==> config.mk <==
export PLATFORM = sky130hd
export DESIGN_NAME = mem_port_arbiter
export DESIGN_NICKNAME = d
export VERILOG_FILES = /design/src/rtl/mem_port_arbiter.sv
export SDC_FILE = /design/constraint.sdc
export NUM_CORES = 1
export LEC_CHECK = 0
export ABC_AREA = 1
export BUFFER_PORTS_ARGS = -buffer_cell sky130_fd_sc_hd__clkbuf_2
export CAP_MARGIN = 40
export CORE_ASPECT_RATIO = 2
export CORE_UTILIZATION = 45
export DETAILED_ROUTE_END_ITERATION = 6
export PLACE_DENSITY = 0.77
export REMOVE_ABC_BUFFERS = 1
export SLEW_MARGIN = 20
export SYNTH_ARGS = -nofsm -noshare
export SYNTH_HDL_FRONTEND = slang
export SYNTH_SLANG_ARGS = --single-unit
==> constraint.sdc <==
create_clock -name CLK -period 3.6 [get_ports CLK]
set_clock_uncertainty 0.05 [all_clocks]
set_input_delay 0.54 -clock CLK [delete_from_list [all_inputs] [get_ports CLK]]
set_output_delay 0.54 -clock CLK [all_outputs]
set_load 0.01 [all_outputs]
==> src/rtl/mem_port_arbiter.sv <==
`default_nettype none
// +--------------------------------------------------------------------------+
// | mem_port_arbiter: fetch/data arbiter for one single-port memory (3-cycle)|
// | Optional macro MEM_ARB_ROUND_ROBIN_EN selects round-robin arbitration.   |
// | Revision: 1.0                                                            |
// +--------------------------------------------------------------------------+
module mem_port_arbiter #(
    parameter int ADDR_W = 16,
    parameter int DATA_W = 16
) (
    input  logic              CLK,
    input  logic              Reset,
    input  logic              f_req,
    input  logic [ADDR_W-1:0] f_addr,
    output logic              f_ack,
    output logic [DATA_W-1:0] f_rdata,
    input  logic              d_req,
    input  logic              d_we,
    input  logic [ADDR_W-1:0] d_addr,
    input  logic [DATA_W-1:0] d_wdata,
    output logic              d_ack,
    output logic [DATA_W-1:0] d_rdata,
    output logic              mem_en,
    output logic              mem_we,
    output logic [ADDR_W-1:0] mem_addr,
    output logic [DATA_W-1:0] mem_wdata,
    input  logic [DATA_W-1:0] mem_rdata,
    output logic              busy,
    output logic [1:0]        state
);

    typedef enum logic [1:0] {
        IDLE   = 2'd0,
        ACCESS = 2'd1,
        DONE   = 2'd2
    } state_t;

    localparam logic c_OWNER_FETCH = 1'b0;
    localparam logic c_OWNER_DATA  = 1'b1;

    state_t            r_state;
    logic              r_owner;
    logic              r_last_served;
    logic              r_we;
    logic [ADDR_W-1:0] r_addr;
    logic [DATA_W-1:0] r_wdata;
    logic              w_grant_data;

`ifdef MEM_ARB_ROUND_ROBIN_EN
    // On contention the port that was not served last wins.
    always_comb begin
        w_grant_data = d_req;
        if (f_req && d_req) begin
            w_grant_data = (r_last_served == c_OWNER_FETCH);
        end
    end
`else
    assign w_grant_data = d_req;
`endif

    assign state = r_state;

    always_ff @(posedge CLK) begin
        if (Reset) begin
            r_state       <= IDLE;
            r_owner       <= c_OWNER_FETCH;
            r_last_served <= c_OWNER_FETCH;
            r_we          <= 1'b0;
            r_addr        <= '0;
            r_wdata       <= '0;
            f_ack         <= 1'b0;
            d_ack         <= 1'b0;
            f_rdata       <= '0;
            d_rdata       <= '0;
            mem_en        <= 1'b0;
            mem_we        <= 1'b0;
            mem_addr      <= '0;
            mem_wdata     <= '0;
            busy          <= 1'b0;
        end else begin
            f_ack  <= 1'b0;
            d_ack  <= 1'b0;
            mem_en <= 1'b0;
            mem_we <= 1'b0;
            case (r_state)
                IDLE: begin
                    if (f_req || d_req) begin
                        r_owner       <= w_grant_data;
                        r_last_served <= w_grant_data;
                        r_addr        <= w_grant_data ? d_addr : f_addr;
                        r_we          <= w_grant_data & d_we;
                        r_wdata       <= w_grant_data ? d_wdata : '0;
                        r_state       <= ACCESS;
                        busy          <= 1'b1;
                    end
                end
                ACCESS: begin
                    mem_en    <= 1'b1;
                    mem_we    <= r_we;
                    mem_addr  <= r_addr;
                    mem_wdata <= r_wdata;
                    r_state   <= DONE;
                    busy      <= 1'b1;
                end
                DONE: begin
                    // Read data arrives one cycle after mem_en and is captured with the ack.
                    if (r_owner == c_OWNER_DATA) begin
                        d_ack <= 1'b1;
                        if (!r_we) begin
                            d_rdata <= mem_rdata;
                        end
                    end else begin
                        f_ack   <= 1'b1;
                        f_rdata <= mem_rdata;
                    end
                    r_state <= IDLE;
                    busy    <= 1'b0;
                end
                default: begin
                    r_state <= IDLE;
                    busy    <= 1'b0;
                end
            endcase
        end
    end

endmodule
`default_nettype wire

==> results of run 1 <==
per-stage QoR:
stage	power [uW]	setup WS, ns	instances	utilization [%]
after detailed placement	1700	1.13	815	53.7
after global routing	2870	1.45	831	57.7
after floorplan	1540	1.96	570	-
after CTS	2760	1.49	830	57.4
after global placement	1680	1.26	814	53.6
final	2740	1.68	831	57.7
worst max-delay path: stages:
cell and delay, ns:
clkbuf_2 0.08, buf_4 0.33, inv_2 0.23, nand2_1 0.15, nand2_2 0.28, buf_16 0.29, nand2_1 0.07, nand2_1 0.05
nor2_1 0.09
area by class of cell:
class,instances,area [sq um]
clock buffers,13,270
repair buffers,144,753
flip-flops and latches,105,2100
well taps,102,128
fillers,865,3810
multi-input cells,409,1680
inverters,56,210
clock inverters,2,60.1
flip-flops by register name (all words and copies together), names as in the netlist, 2 cells and up:
signal     cells
r_addr        16
mem_addr      16
state          2
r_wdata       16
mem_wdata     16
f_rdata       16
d_rdata       16
path summary, 6_finish.rpt:
check	start	to	depth (start not counted)	slack, ns
setup / recovery	d_req	r_addr[1]	9	1.68
hold / removal	mem_rdata[12]	f_rdata[12]	3	0.40
setup reg to reg	state[0]	mem_wdata[5]	4	1.70
hold reg to reg	r_wdata[8]	r_wdata[8]	2	0.41
power by group through the flow:
stage | Clock, uW | Sequential, uW | Combinational (uW)
floorplan | 0 | 1330 | 202
global placement | 0 | 1310 | 370
detailed placement | 0 | 1320 | 384
CTS | 1090 | 1290 | 387
global route | 1130 | 1300 | 447
finish | 1060 | 1290 | 389
cells in the final DEF (no fill, tap or decap), types with 4 or more instances in the layout:
master / instances
o21ai_0: 32
nor2_1: 166
clkbuf_2: 139
nand2_1: 151
clkbuf_16: 9
nand3_1: 33
buf_4: 4
inv_2: 5
inv_1: 51
a21oi_1: 18
dfxtp_1: 105
metal layers:
| layer | part of all wire, % | vias up |
|---|---|---|
| met5 | 0 | - |
| met4 | 2.2 | 0 |
| met3 | 4.4 | 17 |
| met2 | 54 | 124 |
| met1 | 39 | 1731 |
| li1 | - | 2065 |
logic make-up (layout without fill, tap and decap cells):
family	count (synthesis)	after routing	synth area share, %
and+or+nand+nor	359	359	34.3
DFF	105	105	50.5
buffers and inverters	90	215	9.23
AOI/OAI and AO/OA	50	50	6.01
==> reports/qor.yml, run 1 <==
power:
  irDropWorstVdd_mv: 0.257
  switching_share_pct: 24.9
  p_switching_uw: 681
  seq_power_share_pct: 47.1
  power_frac_comb_pct: 14.2
  p_int_uw: 2060
  pwr_density_cell_mw_per_mm2: 527
  p_clk_share_pct: 38.7
  p_leak_uw: 0.00270
cts:
  clock_latency_ns: 0.33
  cts_tree: "built"
  cts_root_buf: "clkbuf_16"
  cts.path.max_buffers: 2
  cts_num_sinks: 105
  ctsHoldBuffers: 0
  htreeDepth: 3
  clkTransAtPathRegs_ns: 0.07
  postCtsSetupRepairBufs: 0
  cts_buffers: 9
  ctsResizeCount: 0
placed_design:
  placed_area_sq_mm: 0.00484
  place_hpwl_mm: 7.14
  port_buffers: 139
  gp_congestion: 0.762
sta:
  period_minus_slack_ns: 1.92
  rsz0062_at_grt: "false"
  hold_viol: 0
  finalSetupViolations: 0
  timing.hold.ws_ns: 0.397
  fin_crit_sh_pct: 53.2
  max_slew_margin_pct: 58.4
  tightest_slew_ns: 0.623
  slew_violations: 0
  fmax_mhz: 522
  final.setup.tns_ns: 0
drt:
  drc_errors: 0
  drt-pass1-iter-count: 5
  vias: 3937
  drtIter0Drc: 187
  post_drt_wl_per_cell_um: 11.8
  drt_wl_total_mm: 9.82
  vias_per_cell: 4.74
  ant_nets: 0
grt:
  grtUsageTotal_pct: 21.0
  grt_pass1_vias: 3895
  grt_max_degree: 52
  use_met1_pct: 21.2
  grt_use_met2_pct: 40.2
  antenna_found_initial: 0
  gr-usage-met3_pct: 3.21
  grt_pass1_wl_mm: 16.6
  grt_busiest_layer: "met2"
  grt_overflow_total: 0
logic_synthesis:
  synth_cells: 604
  syn_area_sq_mm: 0.00416
  ys_seq_elements: 105
  seq_area_frac_synth_pct: 50.5
  synthArstFlopShare_pct: 0
  ys_dominant_reg_cell: "dfxtp_1"
  avgSynthCellArea_sq_um: 6.89
  yosysMostFrequentCell: "nor2_1"
  synth-edff-count: 0
  ys_top_cells_by_count: "166 x nor2_1, 151 x nand2_1, 105 x dfxtp_1"
  yosys-top-cells-area: "dfxtp_1 50%, nor2_1 15%, nand2_1 14%, inv_1 4.6%, nand3_1 4.0%"
  ys_warn_count: 0
  synth.distinct_cells: 16
  yosysTopAreaCell: "dfxtp_1"
  synth_top_area_share_pct: 50.5
finish:
  antenna_cells: 0
  area.growth.synth_to_final_pct: 24.9
  nets: 794
  drive_gt1_share_pct: 23.2
  finalInstanceArea_sq_mm: 0.00520
floorplanning:
  die_y_um: 138
  die_area_sq_mm: 0.00966
  pin_count: 140
  core_area_sq_mm: 0.00901
  fp-row-count: 49
  start_util_pct: 46.2
  fp.dieW_um: 70.0
critical_path:
  crit_fanout: 35
  startpoint_type: "primary input"
  critPathKind: "in2reg"
  cp_data_required_time_ns: 3.82
  critPathCaptureType: "register"
  crit_arrival_ns: 2.14
flow_run:
  cap_violations: 0
outcome:
  status: "finished, final reports clean"
min_path:
  holdCritPathClass: "in2reg"
No activity file was read; power rests on OpenSTA's default activity.
==> run 2: changes to the inputs <==
PLACE_DENSITY = 0.79   (was 0.77)
clock period = 1.6 ns   (was 3.6 ns; I/O delays follow)
==> run 2 against run 1 <==
Clock power rose by 95%. Worst hold slack worse by 0.30 ns. Clock-buffer cell count decreased by 1. Global-route usage increased by 0.066 points. Total power increased by 110%. Worst setup slack got worse by 1.5 ns. Core utilization rose by 0.35 points. Critical endpoint is now mem_wdata[12]. Largest cell class unchanged. Highest routed layer unchanged.
==> reports/qor.yml, run 2 (synthesis results as in run 1) <==
critical_path:
  critPathCaptureType: "register"  # unchanged
  rr_endpoint: "mem_wdata[12]"  # was mem_wdata[5]
  ff2ff_path_depth: 4  # unchanged
  crit_fanout: 32  # was 35
  critPathKind: "reg2reg"  # was in2reg
  timing.rr.start: "state[0]"  # unchanged
  startpoint_type: "register"  # was primary input
  rrSetupSlack_ns: 0.18  # was 1.70 ns
  crit_arrival_ns: 1.64  # was 2.14 ns
  cp_data_required_time_ns: 1.82  # was 3.82 ns
grt:
  grtUsageTotal_pct: 21.0  # about the same
  grt_overflow_total: 0  # unchanged
  grt_pass1_wl_mm: 16.6  # about the same
  antenna_found_initial: 0  # unchanged
  grt_max_degree: 35  # was 52
  grt_pass1_vias: 3786  # was 3895
floorplanning:
  fp-row-count: 49  # unchanged
  fp.dieW_um: 70.0  # unchanged
  die_y_um: 138  # unchanged
  core_area_sq_mm: 0.00901  # unchanged
  pin_count: 140  # unchanged
  start_util_pct: 46.2  # unchanged
  die_area_sq_mm: 0.00966  # unchanged
drt:
  post_drt_wl_per_cell_um: 11.7  # was 11.8 um
  vias_per_cell: 4.73  # was 4.74
  drc_errors: 0  # unchanged
  ant_nets: 0  # unchanged
  vias: 3962  # was 3937
  drtIter0Drc: 149  # was 187
  drt-pass1-iter-count: 4  # was 5
  drt_wl_total_mm: 9.84  # was 9.82 mm
cts:
  htreeDepth: 3  # unchanged
  cts_buffers: 9  # unchanged
  clkTransAtPathRegs_ns: 0.06  # was 0.07 ns
  postCtsSetupRepairBufs: 0  # unchanged
  cts.path.max_buffers: 2  # unchanged
  cts_root_buf: "clkbuf_16"  # unchanged
  clock_latency_ns: 0.33  # about the same
  ctsHoldBuffers: 0  # unchanged
  cts_tree: "built"  # unchanged
  ctsResizeCount: 0  # unchanged
  cts_num_sinks: 105  # unchanged
power:
  irDropWorstVdd_mv: 0.585  # was 0.257 mV
  pwr_density_cell_mw_per_mm2: 1130  # was 527 mW/mm^2
  p_leak_uw: 0.00271  # was 0.00270 uW
sta:
  max_slew_margin_pct: 63.0  # was 58.4%
  hold_viol: 0  # unchanged
  fin_crit_sh_pct: 88.9
  period_minus_slack_ns: 1.42
  tightest_slew_ns: 0.554  # was 0.623 ns
  finalSetupViolations: 0  # unchanged
  fmax_mhz: 703
  rsz0062_at_grt: "false"  # unchanged
  slew_violations: 0  # unchanged
  final.setup.tns_ns: 0  # unchanged
finish:
  nets: 801  # was 794
  antenna_cells: 0  # unchanged
  layout_common_cells: "166 x nor2_1, 151 x nand2_1, 139 x clkbuf_2"  # unchanged
  fin_util_pct: 58.0  # was 57.7%
  final_common_cell: "nor2_1"  # unchanged
  area.growth.synth_to_final_pct: 25.7  # was 24.9%
  fillerInstances: 876  # was 865
  drive_gt1_share_pct: 23.6  # was 23.2%
placed_design:
  place_hpwl_mm: 7.10  # was 7.14 mm
  gp_congestion: 0.785  # was 0.762
  port_buffers: 139  # unchanged
min_path:
  hold_start: "mem_rdata[6]"  # was mem_rdata[12]
  holdCritPathClass: "in2reg"  # unchanged
  min_path_cells: 3  # unchanged
  hold_end: "f_rdata[6]"  # was f_rdata[12]
flow_run:
  cap_violations: 0  # unchanged
outcome:
  status: "finished, final reports clean"  # unchanged
==> run 2: changes by cell type in the layout (fill, tap and decap cells not counted), sizes merged <==
cell	before	now
bufinv	2	1
clkbuf	152	151
buf	5	12
clkinv	0	1
clkinvlp	0	1
==> run 2: worst max-delay path by stage <==
stage / startpoint / to / depth (start not counted)
floorplan: state[0] / r_addr[0] / 4
global placement: state[0] / mem_addr[4] / 4
detailed placement: state[0] / mem_wdata[1] / 4
CTS: state[0] / mem_wdata[12] / 4
global route: state[0] / mem_addr[14] / 4
finish: state[0] / mem_wdata[12] / 4
==> run 2: worst max-delay path: stages (launching register included) <==
cell and delay [ns]:
dfxtp_1 0.53, nand2_2 0.13, inv_2 0.43, nor2_1 0.08
nor2_1 0.13
==> run 2: layer usage <==
| metal | vias up | global-route usage (%) | routed length, um |
|---|---|---|---|
| met2 | 131 | 40.4 | 5290 |
| li1 | 2079 | - | - |
| met4 | 0 | 7.89 | 140 |
| met1 | 1740 | 21.8 | 3850 |
| met3 | 12 | 3.86 | 573 |
| met5 | - | 0 | 0 |
==> run 2: cell type report <==
class,count,area [sq um],share of cell area [%]
clock buffers,12,236,4.52
clock inverters,3,42.5,0.813
inverters,56,210,4.02
multi-input cells,409,1680,32.0
flip-flops and latches,105,2100,40.2
well taps,102,128,2.44
repair buffers,151,836,16.0
==> run 2: where the power goes <==
group | internal (uW) | total (uW) | leakage [uW] | switching (uW)
clock network | 1200 | 2070 | 0.000133 | 872
logic | 358 | 902 | 0.00172 | 544
registers | 2800 | 2910 | 0.000860 | 106
==> run 2: metrics by stage <==
step           total power [uW]  instance area [sq um]  hold slack, ns  cells  setup slack, ns
2_1_floorplan              3450                   3990           0.259    570           0.0488
3_3_place_gp               3840                   4950           0.396    823            0.258
3_5_place_dp               3870                   4950           0.398    823            0.155
4_1_cts                    5960                   5230          0.0950    838            0.138
5_1_grt                    6200                   5230           0.106    838          0.00777
6_report                   5890                   5230           0.101    838            0.177
